**config.mk**
```make
export PLATFORM = sky130hd
export DESIGN_NAME = activity_load_gen
export DESIGN_NICKNAME = d
export VERILOG_FILES = /design/src/rtl/activity_load_gen.sv
export SDC_FILE = /design/constraint.sdc
export NUM_CORES = 1
export LEC_CHECK = 0
export ABC_AREA = 1
export BUFFER_PORTS_ARGS = -buffer_cell sky130_fd_sc_hd__buf_2
export CAP_MARGIN = 20
export CORE_ASPECT_RATIO = 1.25
export CORE_MARGIN = 2
export CORE_UTILIZATION = 47
export DETAILED_ROUTE_END_ITERATION = 8
export PLACE_DENSITY_LB_ADDON = 0.08
export SLEW_MARGIN = 20
export SYNTH_ARGS = -nofsm -noshare
export SYNTH_HDL_FRONTEND = slang
export SYNTH_SLANG_ARGS = --single-unit
export TNS_END_PERCENT = 20
```
**constraint.sdc**
```tcl
create_clock -name clk -period 1.5 [get_ports clk]
set_input_delay 0.225 -clock clk [delete_from_list [all_inputs] [get_ports clk]]
set_output_delay 0.225 -clock clk [all_outputs]
set_load 0.05 [all_outputs]
```
**src/rtl/activity_load_gen.sv**
```systemverilog
// activity_load_gen
// Switching-activity load generator. A bank of SRC_W source bits, each
// replicated REP times, drives a registered load bus for a programmed number
// of cycles. Sources: zero, static pattern, pattern XOR Fibonacci LFSR, or
// pattern / inverse-pattern alternation. Configured through one valid/ready
// command port, accepted only while idle.
//
// Optional feature macro: ACTIVITY_ABORT_EN
//   defined   : abort sampled high in RUN ends the run early (normal DONE follows)
//   undefined : the abort port exists but has no effect
module activity_load_gen #(
  parameter int                   SRC_W   = 8,
  parameter int                   REP     = 8,
  parameter int                   LFSR_W  = 20,
  parameter logic [LFSR_W-1:0]    TAPS    = 20'h90000,
  parameter int                   DWELL_W = 16,
  localparam int                  LOAD_W  = SRC_W * REP
) (
  input  logic                clk,
  input  logic                rst,
  input  logic                cfg_valid,
  output logic                cfg_ready,
  input  logic [1:0]          cfg_mode,
  input  logic [SRC_W-1:0]    cfg_pattern,
  input  logic [LFSR_W-1:0]   cfg_seed,
  input  logic [DWELL_W-1:0]  cfg_dwell,
  input  logic                abort,
  output logic [LOAD_W-1:0]   load,
  output logic                busy,
  output logic                done
);

  typedef enum logic [1:0] {
    ST_IDLE = 2'd0,
    ST_RUN  = 2'd1,
    ST_DONE = 2'd2
  } state_t;

  localparam logic [1:0] MODE_ZERO   = 2'd0;
  localparam logic [1:0] MODE_STATIC = 2'd1;
  localparam logic [1:0] MODE_LFSR   = 2'd2;
  localparam logic [1:0] MODE_ALT    = 2'd3;

  // Feedback bit of the Fibonacci LFSR: parity of the tapped bits.
  function automatic logic lfsr_fb(input logic [LFSR_W-1:0] v);
    return ^(v & TAPS);
  endfunction

  // Fan each source bit out to REP adjacent load bits.
  function automatic logic [LOAD_W-1:0] replicate(input logic [SRC_W-1:0] s);
    logic [LOAD_W-1:0] r;
    r = {LOAD_W{1'b0}};
    for (int i = 0; i < SRC_W; i++) begin
      for (int j = 0; j < REP; j++) begin
        r[i*REP+j] = s[i];
      end
    end
    return r;
  endfunction

  state_t               state_r;
  logic [1:0]           mode_r;
  logic [SRC_W-1:0]     pattern_r;
  logic [LFSR_W-1:0]    lfsr_r;
  logic [DWELL_W-1:0]   cnt_r;
  logic                 odd_r;      // next run cycle is an odd one (1st, 3rd, ...)
  logic [LOAD_W-1:0]    load_r;

  logic [SRC_W-1:0]     src_s;
  logic [LFSR_W-1:0]    lfsr_next_s;
  logic [LFSR_W-1:0]    seed_s;
  logic                 abort_s;
  logic                 last_s;

`ifdef ACTIVITY_ABORT_EN
  assign abort_s = abort;
`else
  logic unused_abort_s;
  assign unused_abort_s = abort;
  assign abort_s        = 1'b0;
`endif

  // A zero seed would lock the LFSR, so it is replaced by 1.
  always_comb begin
    if (cfg_seed == {LFSR_W{1'b0}}) begin
      seed_s = LFSR_W'(1);
    end else begin
      seed_s = cfg_seed;
    end
  end

  // LFSR advance: shift left, feedback into bit 0.
  always_comb begin
    lfsr_next_s = {lfsr_r[LFSR_W-2:0], lfsr_fb(lfsr_r)};
  end

  // Source bit selection from the pre-advance LFSR value.
  always_comb begin
    src_s = {SRC_W{1'b0}};
    case (mode_r)
      MODE_ZERO:   src_s = {SRC_W{1'b0}};
      MODE_STATIC: src_s = pattern_r;
      MODE_LFSR:   src_s = pattern_r ^ lfsr_r[SRC_W-1:0];
      MODE_ALT: begin
        if (odd_r) begin
          src_s = pattern_r;
        end else begin
          src_s = ~pattern_r;
        end
      end
      default:     src_s = {SRC_W{1'b0}};
    endcase
  end

  // Run terminates on the final counted cycle or on an accepted abort.
  always_comb begin
    if ((cnt_r == DWELL_W'(1)) || abort_s) begin
      last_s = 1'b1;
    end else begin
      last_s = 1'b0;
    end
  end

  // Control FSM with its datapath registers and the registered load bus.
  always_ff @(posedge clk or posedge rst) begin
    if (rst) begin
      state_r   <= ST_IDLE;
      mode_r    <= 2'd0;
      pattern_r <= {SRC_W{1'b0}};
      lfsr_r    <= LFSR_W'(1);
      cnt_r     <= {DWELL_W{1'b0}};
      odd_r     <= 1'b0;
      load_r    <= {LOAD_W{1'b0}};
    end else begin
      case (state_r)
        ST_IDLE: begin
          load_r <= {LOAD_W{1'b0}};
          if (cfg_valid) begin
            mode_r    <= cfg_mode;
            pattern_r <= cfg_pattern;
            lfsr_r    <= seed_s;
            cnt_r     <= cfg_dwell;
            odd_r     <= 1'b1;
            if (cfg_dwell == {DWELL_W{1'b0}}) begin
              state_r <= ST_DONE;
            end else begin
              state_r <= ST_RUN;
            end
          end else begin
            state_r <= ST_IDLE;
          end
        end
        ST_RUN: begin
          load_r <= replicate(src_s);
          lfsr_r <= lfsr_next_s;
          cnt_r  <= cnt_r - DWELL_W'(1);
          odd_r  <= ~odd_r;
          if (last_s) begin
            state_r <= ST_DONE;
          end else begin
            state_r <= ST_RUN;
          end
        end
        ST_DONE: begin
          load_r  <= {LOAD_W{1'b0}};
          state_r <= ST_IDLE;
        end
        default: begin
          load_r  <= {LOAD_W{1'b0}};
          state_r <= ST_IDLE;
        end
      endcase
    end
  end

  assign load      = load_r;
  assign cfg_ready = (state_r == ST_IDLE);
  assign busy      = (state_r == ST_RUN) || (state_r == ST_DONE);
  assign done      = (state_r == ST_DONE);

endmodule

```
==> Flow_metrics.wiki <==
{| class="wikitable"
! Metric !! Value
|-
| Max-slew headroom at the worst pin || between 70 and 80%
|-
| Combinational share of power || 55.7%
|-
| Worst-skew pair later-pin latency || 0.34 ns
|-
| Power share of the sequential group || 29.4%
|-
| Post-synthesis instance total || 517
|-
| Worst hold path depth || 3
|-
| CP endpoint kind || flop
|-
| Worst setup slack for register-to-register paths || 0.009 ns
|-
| Delay-heaviest family, CP || buffers and inverters
|-
| Sequence of cells on the critical path || inv_2 -> ha_4 -> inv_4 -> o21ai_4 -> inv_4 -> buf_12 -> a21oi_2 -> o21ai_1 -> nand2_1 -> inv_1
|-
| Initial antenna violation count || 0
|-
| Worst Hold Endpoint || pattern_r[0]
|-
| Area occupied by registers || roughly 1400 µm²
|-
| Boundary pin count || approximately 120
|-
| Share of final-layout standard cells stronger than drive strength 1 || 30.0%
|-
| Switching share of total power || 54.0%
|-
| Total routed wirelength || 8360 µm
|-
| Leakage power of the design || about 2.3 nW
|-
| Number of buffers inserted by port buffering || around 120
|-
| Category of the critical setup timing path || reg2reg
|-
| Data arrival at the endpoint of the critical path || roughly 1.7 ns
|-
| Total of warnings raised by yosys || 0
|-
| Hold wc startpoint || cfg_pattern[0]
|-
| Tightest Pin Transition || 0.413 ns
|-
| Average cell area after synthesis || 7.12 µm²
|-
| Diode count || 0
|-
| Clock tree skew after final layout || 0.0107 ns
|-
| Slew Viols, Final || 0
|-
| Leading post-synthesis cells by cell area || sky130_fd_sc_hd__dfrtp_1 38%, sky130_fd_sc_hd__nand2_1 13%, sky130_fd_sc_hd__buf_4 12%
|-
| Buffers from clock root to sink, at most || 2
|-
| Count of TritonRoute iterations in the first routing pass || 4
|-
| Cell internal pwr || 0.00452 W
|-
| Remaining antenna violation count || 0
|-
| R2r endpoint || cnt_r[5]
|-
| Total power per unit cell area || around 2200 nW/µm²
|-
| Clock network fraction of design power || between 10 and 15%
|-
| Area growth from synthesis to final layout || 20.5%
|-
| Top library cells by usage in the layout, fill and taps aside || 128 x sky130_fd_sc_hd__nand2_1, 112 x sky130_fd_sc_hd__buf_2, 59 x sky130_fd_sc_hd__nor2_1
|-
| Clock sinks || 57
|-
| Unrepaired setup endpoints after global routing || true
|-
| Mapped Nets || 572
|-
| Vias || approximately 3400
|-
| Most common cell after layout, fill and taps aside || sky130_fd_sc_hd__nand2_1
|-
| Delay contributed by the slowest stage of the critical path || ~0.39 ns
|-
| Area share of the largest cell type after synthesis || 38.1%
|-
| Final period demand of the worst path || 1.49 ns
|-
| Placed wire-length estimate || 6200 µm
|-
| Clock tree from TritonCTS || yes
|-
| Net count of the finished layout || between 600 and 700
|-
| Global-route wire length before repair || 13700 µm
|-
| Total area of multi-input combinational cells || 1590 µm²
|-
| Weighted congestion reported at the end of routability-driven placement || 0.855
|-
| Maximum number of pins on one net before global-route repair || 30
|-
| Maximum clock frequency || 671 MHz
|-
| GR Util All Layers || 19.8%
|-
| DRC errors left || 0
|-
| Cell with the largest stage delay on the worst path || sky130_fd_sc_hd__dfrtp_1
|-
| Psw || ~0.0053 W
|-
| Height of the die || 103 µm
|-
| Count of fill cells added during filler insertion || 753
|-
| CP bufs+invs || 5
|-
| DR vias/cell || just under 5
|-
| Kind of start point of the critical path || flop
|-
| Path category of the worst min-delay check || in2reg
|-
| Part of the cycle the worst path needs || 99.4%
|-
| Combined area of all synthesized cells || 3680 µm²
|-
| Reg-to-Reg Start || state_r[1]
|-
| Die Outline Area || ~8600 µm²
|-
| Root buffer cell || sky130_fd_sc_hd__clkbuf_8
|-
| Clock-pin transition on the worst setup and hold timing paths || 0.08 ns
|-
| Worst reg2reg path depth || 10
|-
| Fraction of the yosys area taken by sequential cells || 38.8%
|-
| Number of hold violations in the final report || 0
|-
| Number of buffers created by CTS || 9
|-
| H-Tree Depth || 3
|-
| Drt first-iter violations || 153
|-
| Number of distinct standard cells referenced by the synthesized netlist || 28
|-
| Routed length per instance || 12.1 µm
|-
| Count of final setup violators || 0
|-
| Cell accounting for the most synthesized area || sky130_fd_sc_hd__dfrtp_1
|-
| Number of flip-flops and latches in the synthesized netlist || 57
|-
| Vias in the first global route || between 2000 and 3000
|-
| Outcome || finished, final reports clean
|-
| Worst slack at placement || -0.0244 ns
|-
| Fin worst setup slack || 0.00923 ns
|-
| Core Box Area || 7700 µm²
|-
| VDD IR max || 1.74 mV
|-
| Critical path fanouts, max || 8
|-
| Critical path depth || 10
|-
| Endpoint required time on the critical path || 1.73 ns
|-
| Horizontal die dimension || ~83 µm
|-
| Placement Rows || 36
|-
| Fin Setup TNS || 0 ns
|-
| Starting density of the core || 47.8%
|-
| Most numerous cell on the critical path || sky130_fd_sc_hd__inv_4
|-
| Max cap viols || 0
|-
| Final global-route overflow total || 0
|}
==> synth_stat cells (all sizes together) <==
master	instances
xnor2	1
o21bai	1
ha	5
a21oi	45
a22oi	6
nand3	21
nand4	1
nand2	131
dfstp	1
inv	54
nor3b	1
nor2	62
o2bb2ai	1
nor3	4
o21ai	41
a31oi	8
buf	67
o211ai	1
dfrtp	56
clkbuf	9
or2	1
==> power by group through the flow <==
| stage | clock network, W | logic (W) | registers [W] |
|---|---|---|---|
| finish | 0.00146 | 0.00546 | 0.00289 |
| global route | 0.00158 | 0.00591 | 0.00303 |
| CTS | 0.00151 | 0.00534 | 0.00287 |
| detailed placement | 0 | 0.00531 | 0.00290 |
| global placement | 0 | 0.00526 | 0.00287 |
| floorplan | 0 | 0.00469 | 0.00304 |
==> repair_timing <==
| action | CTS | global route |
|---|---|---|
| endpoints found under the hold margin | 15 | 0 |
| hold buffers | 1 | 0 |
| gates cloned | 0 | 1 |
| pin swaps | 0 | 6 |
| gates resized for setup | 6 | 35 |
| setup buffers | 0 | 3 |
| endpoints found under the setup margin | 17 | 35 |
==> per-stage QoR <==
step	hold WS, ns	instance area, µm²	instances	util (%)	total power [W]
2_1_floorplan	0.311	3700	517	-	0.00773
3_3_place_gp	0.245	4070	671	52.8	0.00813
3_5_place_dp	0.253	4070	671	52.8	0.00821
4_1_cts	0.0775	4290	688	55.7	0.00972
5_1_grt	0.0848	4430	692	57.6	0.0105
6_report	0.0910	4430	692	57.6	0.00982
==> cells by family after synthesis <==
family                   after synthesis  share of synthesized area [%]
AO/OA/AOI/OAI                        103                           15.2
adder cells (fa/ha/maj)                5                           1.70
AND/OR/NAND/NOR                      221                           23.9
flip-flops                            57                           38.8
buffers and inverters                130                           20.1
XOR/XNOR                               1                          0.238
==> worst max path at each step <==
stage | slack, ns | start | endpoint
after detailed placement | -0.02 | state_r[1] | cnt_r[7]
after global routing | -0.09 | state_r[1] | cnt_r[5]
after CTS | 0.002 | state_r[1] | cnt_r[7]
final | 0.009 | state_r[1] | cnt_r[5]
after global placement | 0.001 | state_r[1] | cnt_r[4]
after floorplan | 0.004 | state_r[0] | cnt_r[3]
==> final cells by class <==
class	count	share of cell area (%)
clock inverter	6	1.50
inverter	54	4.77
tap	95	2.68
multi-input combinational	330	35.8
timing repair buffer	140	19.9
clock buffer	10	3.10
sequential	57	32.2
==> sequential cells by signal (all words and copies together), names as in the netlist <==
register and flops:
lfsr_r 20, cnt_r 16, load 8, pattern_r 8
mode_r 2, state_r 2, odd_r 1
==> per-layer routing <==
metal / vias to the layer above / global-route usage (%) / share of wire [%]
met2: 111 / 33.1 / 48
li1: 1737 / - / -
met4: 0 / 6.81 / 1.5
met3: 12 / 4.24 / 5.6
met1: 1569 / 25.6 / 45
met5: - / 0 / 0
==> worst register-to-register path, delay by kind of cell (launching register included) <==
family,cells,cell delay [ns]
buffers and inverters,5,0.41
AOI/OAI and AO/OA,3,0.40
DFF,1,0.39
adders and majority gates,1,0.15
and+or+nand+nor,1,0.06
No activity file was read; power rests on OpenSTA's default activity.
